File: src/rtl/mouse_receiver_if.sv
// PS/2 receive-side bundle: pad-level inputs plus received-byte outputs.
// BYTE_READY is a valid-only strobe with no ready: the consumer must take BYTE_READ/BYTE_ERROR_CODE in its pulse cycle.
interface mouse_receiver_if;
  logic       CLK_MOUSE_IN;
  logic       DATA_MOUSE_IN;
  logic       READ_ENABLE;
  logic [7:0] BYTE_READ;
  logic [1:0] BYTE_ERROR_CODE;
  logic       BYTE_READY;
  logic [1:0] fsm_state;

  modport master (
    output CLK_MOUSE_IN, DATA_MOUSE_IN, READ_ENABLE,
    input  BYTE_READ, BYTE_ERROR_CODE, BYTE_READY, fsm_state
  );

  modport slave (
    input  CLK_MOUSE_IN, DATA_MOUSE_IN, READ_ENABLE,
    output BYTE_READ, BYTE_ERROR_CODE, BYTE_READY, fsm_state
  );
endinterface

File: src/rtl/mouse_receiver.sv
// PS/2 device-to-host receiver: synchronises and glitch-filters the mouse clock,
// deserialises 11-bit frames and reports each byte with parity/framing flags.
module mouse_receiver #(
  parameter int FILTER_LEN     = 8,
  parameter int TIMEOUT_CYCLES = 50000
) (
  input logic       CLK,
  input logic       RESET,
  mouse_receiver_if.slave bus
);
  localparam int TW = $clog2(TIMEOUT_CYCLES + 1);

  typedef enum logic [1:0] {
    IDLE    = 2'd0,
    RECEIVE = 2'd1,
    CHECK   = 2'd2
  } state_t;

  logic          clk_s1, clk_s2, dat_s1, dat_s2;
  logic          filt_clk, filt_prev;
  logic [7:0]    filt_cnt;
  logic          fall;

  state_t        state, state_n;
  logic [3:0]    bit_cnt, bit_cnt_n;
  logic [9:0]    shift, shift_n;
  logic [TW-1:0] tmo_cnt, tmo_cnt_n;
  logic [7:0]    byte_q, byte_n;
  logic [1:0]    err_q, err_n;
  logic          ready_q, ready_n;

  // Line idles high, so synchronisers and filter come out of reset at 1.
  always_ff @(posedge CLK) begin
    if (!RESET) begin
      clk_s1    <= 1'b1;
      clk_s2    <= 1'b1;
      dat_s1    <= 1'b1;
      dat_s2    <= 1'b1;
      filt_clk  <= 1'b1;
      filt_prev <= 1'b1;
      filt_cnt  <= '0;
    end else begin
      clk_s1    <= bus.CLK_MOUSE_IN;
      clk_s2    <= clk_s1;
      dat_s1    <= bus.DATA_MOUSE_IN;
      dat_s2    <= dat_s1;
      filt_prev <= filt_clk;
      if (clk_s2 != filt_clk) begin
        if (filt_cnt == 8'(FILTER_LEN - 1)) begin
          filt_clk <= clk_s2;
          filt_cnt <= '0;
        end else begin
          filt_cnt <= filt_cnt + 8'd1;
        end
      end else begin
        filt_cnt <= '0;
      end
    end
  end

  assign fall = filt_prev & ~filt_clk;

  always_ff @(posedge CLK) begin
    if (!RESET) begin
      state   <= IDLE;
      bit_cnt <= '0;
      shift   <= '0;
      tmo_cnt <= '0;
      byte_q  <= '0;
      err_q   <= '0;
      ready_q <= 1'b0;
    end else begin
      state   <= state_n;
      bit_cnt <= bit_cnt_n;
      shift   <= shift_n;
      tmo_cnt <= tmo_cnt_n;
      byte_q  <= byte_n;
      err_q   <= err_n;
      ready_q <= ready_n;
    end
  end

  always_comb begin
    state_n   = state;
    bit_cnt_n = bit_cnt;
    shift_n   = shift;
    tmo_cnt_n = tmo_cnt;
    byte_n    = byte_q;
    err_n     = err_q;
    ready_n   = 1'b0;
    case (state)
      IDLE: begin
        if (fall && bus.READ_ENABLE && !dat_s2) begin
          state_n   = RECEIVE;
          bit_cnt_n = '0;
          tmo_cnt_n = '0;
        end
      end
      RECEIVE: begin
        // Ten shifts leave D0..D7 in [7:0], parity in [8], stop in [9].
        if (fall) begin
          shift_n   = {dat_s2, shift[9:1]};
          bit_cnt_n = bit_cnt + 4'd1;
          tmo_cnt_n = '0;
          if (bit_cnt == 4'd9) state_n = CHECK;
        end else if (tmo_cnt == TW'(TIMEOUT_CYCLES - 1)) begin
          state_n   = IDLE;
          tmo_cnt_n = '0;
        end else begin
          tmo_cnt_n = tmo_cnt + 1'b1;
        end
      end
      CHECK: begin
        byte_n  = shift[7:0];
        err_n   = {~shift[9], ~(^shift[8:0])};
        ready_n = 1'b1;
        state_n = IDLE;
      end
      default: state_n = IDLE;
    endcase
  end

  assign bus.BYTE_READ       = byte_q;
  assign bus.BYTE_ERROR_CODE = err_q;
  assign bus.BYTE_READY      = ready_q;
  assign bus.fsm_state       = state;
endmodule
File: src/flat_wrapper.sv
// flat-port wrapper written by rule: the top's interface ports become plain ports
module mouse_receiver_flat 
#(
  parameter int FILTER_LEN     = 8,
  parameter int TIMEOUT_CYCLES = 50000
)
  (CLK, RESET, bus_CLK_MOUSE_IN, bus_DATA_MOUSE_IN, bus_READ_ENABLE, bus_BYTE_READ, bus_BYTE_ERROR_CODE, bus_BYTE_READY, bus_fsm_state);
  mouse_receiver_if bus_i ();
  input logic CLK;
  input logic RESET;
  input wire logic [$bits(bus_i.CLK_MOUSE_IN)-1:0] bus_CLK_MOUSE_IN;
  input wire logic [$bits(bus_i.DATA_MOUSE_IN)-1:0] bus_DATA_MOUSE_IN;
  input wire logic [$bits(bus_i.READ_ENABLE)-1:0] bus_READ_ENABLE;
  output wire logic [$bits(bus_i.BYTE_READ)-1:0] bus_BYTE_READ;
  output wire logic [$bits(bus_i.BYTE_ERROR_CODE)-1:0] bus_BYTE_ERROR_CODE;
  output wire logic [$bits(bus_i.BYTE_READY)-1:0] bus_BYTE_READY;
  output wire logic [$bits(bus_i.fsm_state)-1:0] bus_fsm_state;
  assign bus_i.CLK_MOUSE_IN = bus_CLK_MOUSE_IN;
  assign bus_i.DATA_MOUSE_IN = bus_DATA_MOUSE_IN;
  assign bus_i.READ_ENABLE = bus_READ_ENABLE;
  assign bus_BYTE_READ = bus_i.BYTE_READ;
  assign bus_BYTE_ERROR_CODE = bus_i.BYTE_ERROR_CODE;
  assign bus_BYTE_READY = bus_i.BYTE_READY;
  assign bus_fsm_state = bus_i.fsm_state;
  mouse_receiver #(.FILTER_LEN(FILTER_LEN), .TIMEOUT_CYCLES(TIMEOUT_CYCLES)) u_core (.CLK(CLK), .RESET(RESET), .bus(bus_i));
endmodule
File: config.mk
export PLATFORM = sky130hd
export DESIGN_NAME = mouse_receiver_flat
export DESIGN_NICKNAME = d
export VERILOG_FILES = /design/src/rtl/mouse_receiver_if.sv /design/src/rtl/mouse_receiver.sv /design/src/flat_wrapper.sv
export SDC_FILE = /design/constraint.sdc
export NUM_CORES = 1
export LEC_CHECK = 0
export ABC_AREA = 1
export CAP_MARGIN = 0
export CORE_MARGIN = 2
export CORE_UTILIZATION = 35
export DETAILED_ROUTE_END_ITERATION = 8
export SETUP_SLACK_MARGIN = 0.1
export SLEW_MARGIN = 15
export SYNTH_ARGS = -nofsm -noshare
export SYNTH_HDL_FRONTEND = slang
export SYNTH_SLANG_ARGS = --single-unit
File: constraint.sdc
create_clock -name CLK -period 1.4 [get_ports CLK]
set_clock_uncertainty 0.05 [all_clocks]
set_input_delay 0.35 -clock CLK [delete_from_list [all_inputs] [get_ports CLK]]
set_output_delay 0.35 -clock CLK [all_outputs]
set_load 0.1 [all_outputs]
==> flow_metrics.py <==
metrics = {
    "layout": {
        "num_antenna_cells": 0,
        "final_util_pct": 52.1,
        "finish.cell_count_without_fillers": 508,
        "fin_nets": 413,
        "post_route_cells_drive_above_1_share_pct": 37.2,
        "layout-area-overhead-vs-synth_pct": 45.5,
    },
    "timing": {
        "worst_pin_slew_ns": 0.267,
        "finalWorstPathRequiredPeriod_ns": 1.43,
        "setup_violations": 5,
        "max-slew-margin-rel_pct": 82.1,
        "timing.final.hold_violations": 0,
        "fin_ws_ns": -0.0290,
        "setup_repair_after_global_routing_missed_its_margin": "true",
        "timing.fmax_mhz": 700,
        "slew_viol_final": 0,
        "worst_hold_slack_ns": 0.370,
        "min_period_over_period_pct": 102,
    },
    "floorplan": {
        "core_area_sq_mm": 0.00721,
        "die_width_microns": 89.9,
        "overall_die_height_microns": 89.9,
        "die_area_sq_mm": 0.00809,
        "initial_core_util_pct": 35.8,
        "floorplan.rows": 31,
        "pin_count": 18,
    },
    "drt": {
        "detail_route.wl_per_cell_microns": 11.6,
        "drt_pre_antenna_iters": 4,
        "route.vias.total": 2363,
        "first_iter_violations": 86,
        "route.detailed.vias_per_inst": 4.65,
        "drc": 0,
        "routed_wl_microns": 5890,
        "drtAntennaViolNets": 0,
    },
    "global_route": {
        "globalRouteTotalUtil_pct": 15.0,
        "antenna_found_initial": 0,
        "via_count_of_the_first_global_routing_pass": 2369,
        "grt_start_max_net_pins": 14,
        "grt-ovfl-total": 0,
        "grt_first_pass_wirelength_microns": 10100,
    },
    "place": {
        "dpl_worst_slack_ns": -0.380,
        "place_hpwl_microns": 3940,
        "port_buffers": 17,
        "gpl.final_weighted_congestion": 0.877,
        "place.detailed.instances": 485,
    },
    "yosys": {
        "async_reset_ff_share_pct": 0,
        "synth.mux.area_fraction_pct": 0,
        "synth_fa_ha_area_share_pct": 1.94,
        "synth_flop_cell": "dfxtp_1",
        "synth_top_family_by_area": "simple AND/OR/NAND/NOR gates",
        "synth.yosys.warnings": 0,
        "post_synth_inst_count": 348,
        "yosys.area_share.simple_pct": 32.3,
        "synth_xor_xnor_area_share_pct": 3.73,
        "yosysUniqueCellTypes": 31,
        "edff_count_synth": 0,
        "syn_nets": 357,
        "synth_area_sq_mm": 0.00258,
        "synth_area_per_cell_sq_um": 7.43,
        "synth.yosys.seq_area_share_pct": 44.1,
        "synth_compound_gate_area_share_pct": 10.1,
        "synth.ff_latch_count": 57,
    },
    "critical_path": {
        "critical_path.slowest_cell": "dfxtp_2",
        "critical_path.n_buffers_inverters": 2,
        "worst_ep_arrival_time_ns": 1.61,
        "path_cells": "ha_4 -> nand2_4 -> inv_2 -> nand2_1 -> nor2_1 -> nand2_1 -> nand2_2 -> nand2_4 -> buf_6 -> nand3_2 -> nor2_1",
        "worstSetupEndpointType": "register",
        "worstSetupPathType": "reg -> reg",
        "critical_path.top_delay_family": "simple AND/OR/NAND/NOR gates",
        "crit_fanout": 3,
        "critical_path_required_ns": 1.58,
        "startpoint_type_of_the_worst_setup_path": "register",
        "timing.critical_path.slowest_cell_delay_ns": 0.36,
    },
    "cts": {
        "root_buffer": "clkbuf_8",
        "tritoncts": "done",
        "cts_sinks": 57,
        "cts-root-to-sink-buffers": 2,
        "htree_num_levels": 3,
        "cts-buffers-inserted": 9,
        "clkTransAtPathRegs_ns": 0.07,
        "worstSkewPairLatency_ns": 0.33,
    },
    "power_and_ir_drop": {
        "power_leakage_nw": 1.57,
        "power.ir.vdd_worst_v": 0.000614,
        "clkPwrFrac_pct": 49.5,
        "power.internal_mw": 2.60,
        "comb_pwr_share_pct": 2.2,
        "power_per_cell_area_mw_per_mm2": 893,
        "power.net_switching_mw": 0.762,
        "seqPwrFrac_pct": 48.3,
        "switching_share_pct": 22.7,
    },
    "run_status": {
        "run_status": "finished with violations",
        "violations": "negative setup slack",
    },
    "run": {
        "drv.max_cap_violation_count": 0,
    },
    "worst_hold_path": {
        "hold_class": "reg -> reg",
    },
}
==> layout by cell type (no fill, tap or decap), types with 5 or more instances in the layout <==
cell type / Yosys / routed
a21oi_1: 22 / 21
buf_12: 0 / 15
buf_4: 0 / 28
clkbuf_8: 0 / 9
dfxtp_1: 57 / 33
dfxtp_2: 0 / 20
inv_1: 38 / 34
inv_2: 3 / 5
nand2_1: 63 / 54
nand2_2: 4 / 7
nand2_4: 1 / 8
nand3_1: 18 / 9
nand3_2: 3 / 11
nand4_1: 8 / 8
nor2_1: 51 / 47
nor2_4: 4 / 7
nor3_1: 10 / 6
nor3_2: 1 / 5
o21ai_0: 25 / 20
or2_2: 7 / 6
xor2_1: 9 / 9
==> per-layer routing <==
layer / vias to the layer above / global-route usage, % / part of all wire [%]
li1: 1229 / - / -
met4: 0 / 6.03 / 2.1
met3: 16 / 4.11 / 3.8
met2: 44 / 26.0 / 51
met5: - / 0 / 0
met1: 1074 / 17.5 / 43
==> metrics by stage <==
step | total power [mW] | area, sq um | TNS (ns)
final | 3.36 | 3760 | -0.0609
after global routing | 3.49 | 3760 | -1.25
after CTS | 3.40 | 3570 | 0
after detailed placement | 1.73 | 3230 | -9.56
after global placement | 1.73 | 3230 | -8.77
after floorplan | 1.70 | 2610 | -0.173
==> worst register-to-register path, delay by kind of cell (launching register included) <==
kind          cells  cell delay, ns
flops             1            0.36
buf+inv           2            0.19
fa+ha+maj         1            0.15
simple gates      8            0.57
==> power groups by stage <==
| stage | clock [mW] | sequential (mW) | combinational [mW] |
|---|---|---|---|
| 6_report | 1.66 | 1.62 | 0.0750 |
| 5_1_grt | 1.79 | 1.62 | 0.0833 |
| 4_1_cts | 1.71 | 1.62 | 0.0722 |
| 3_5_place_dp | 0 | 1.66 | 0.0672 |
| 3_3_place_gp | 0 | 1.66 | 0.0667 |
| 2_1_floorplan | 0 | 1.66 | 0.0363 |
==> final cells by class <==
cell class,instances,area [sq um]
clock inverter,6,71.3
inverter,41,161
tap,99,124
sequential,57,1180
clock buffer,10,149
timing repair buffer,52,622
fill,694,3450
multi-input combinational,243,1450
==> synthesized netlist by cell type (4+ instances only) <==
library cell	n	area [sq um]
inv_1	38	143
xor2_1	9	78.8
or2_2	7	43.8
nor3_1	10	50.1
nand4_1	8	50.1
nor2_1	51	191
dfxtp_1	57	1140
nand3_1	18	90.1
nand2_1	63	236
nand2_2	4	25.0
o21ai_0	25	125
ha_1	4	50.1
a21oi_1	22	110
nor2_4	4	45.0
==> cell families (layout without fill, tap and decap cells) <==
kind of cell,count (synthesis),in the layout
simple gates,177,178
flops,57,57
compound gates,50,50
buf+inv,49,109
xor+xnor,11,11
fa+ha+maj,4,4
==> state kept, by name, summed over array words and instances, names as in the netlist, 2 cells and up <==
| signal | flops |
|---|---|
| u_core.bit_cnt | 4 |
| u_core.bus.BYTE_ERROR_CODE | 2 |
| u_core.bus.BYTE_READ | 8 |
| u_core.bus.fsm_state | 2 |
| u_core.filt_cnt | 8 |
| u_core.shift | 10 |
| u_core.tmo_cnt | 16 |
==> worst paths after layout <==
check / cells after the start / slack, ns / to / start
max: 11 / -0.03 / u_core.tmo_cnt[15]$_SDFFE_PN0P_ / u_core.tmo_cnt[1]$_SDFFE_PN0P_
min: 1 / 0.37 / u_core.dat_s2$_SDFF_PN1_ / u_core.dat_s1$_SDFF_PN1_
max reg2reg: 11 / -0.03 / u_core.tmo_cnt[15]$_SDFFE_PN0P_ / u_core.tmo_cnt[1]$_SDFFE_PN0P_
min reg2reg: 1 / 0.37 / u_core.dat_s2$_SDFF_PN1_ / u_core.dat_s1$_SDFF_PN1_
==> repair_timing <==
action                                  in CTS  in global routing
hold endpoints to repair                     0                  0
pin swaps                                    9                 16
cloned                                       1                  1
setup buffers                                1                  4
endpoints found under the setup margin      27                 44
gates resized for setup                     29                 46
hold buffers                                 0                  0
(Power assumes the default switching activity.)
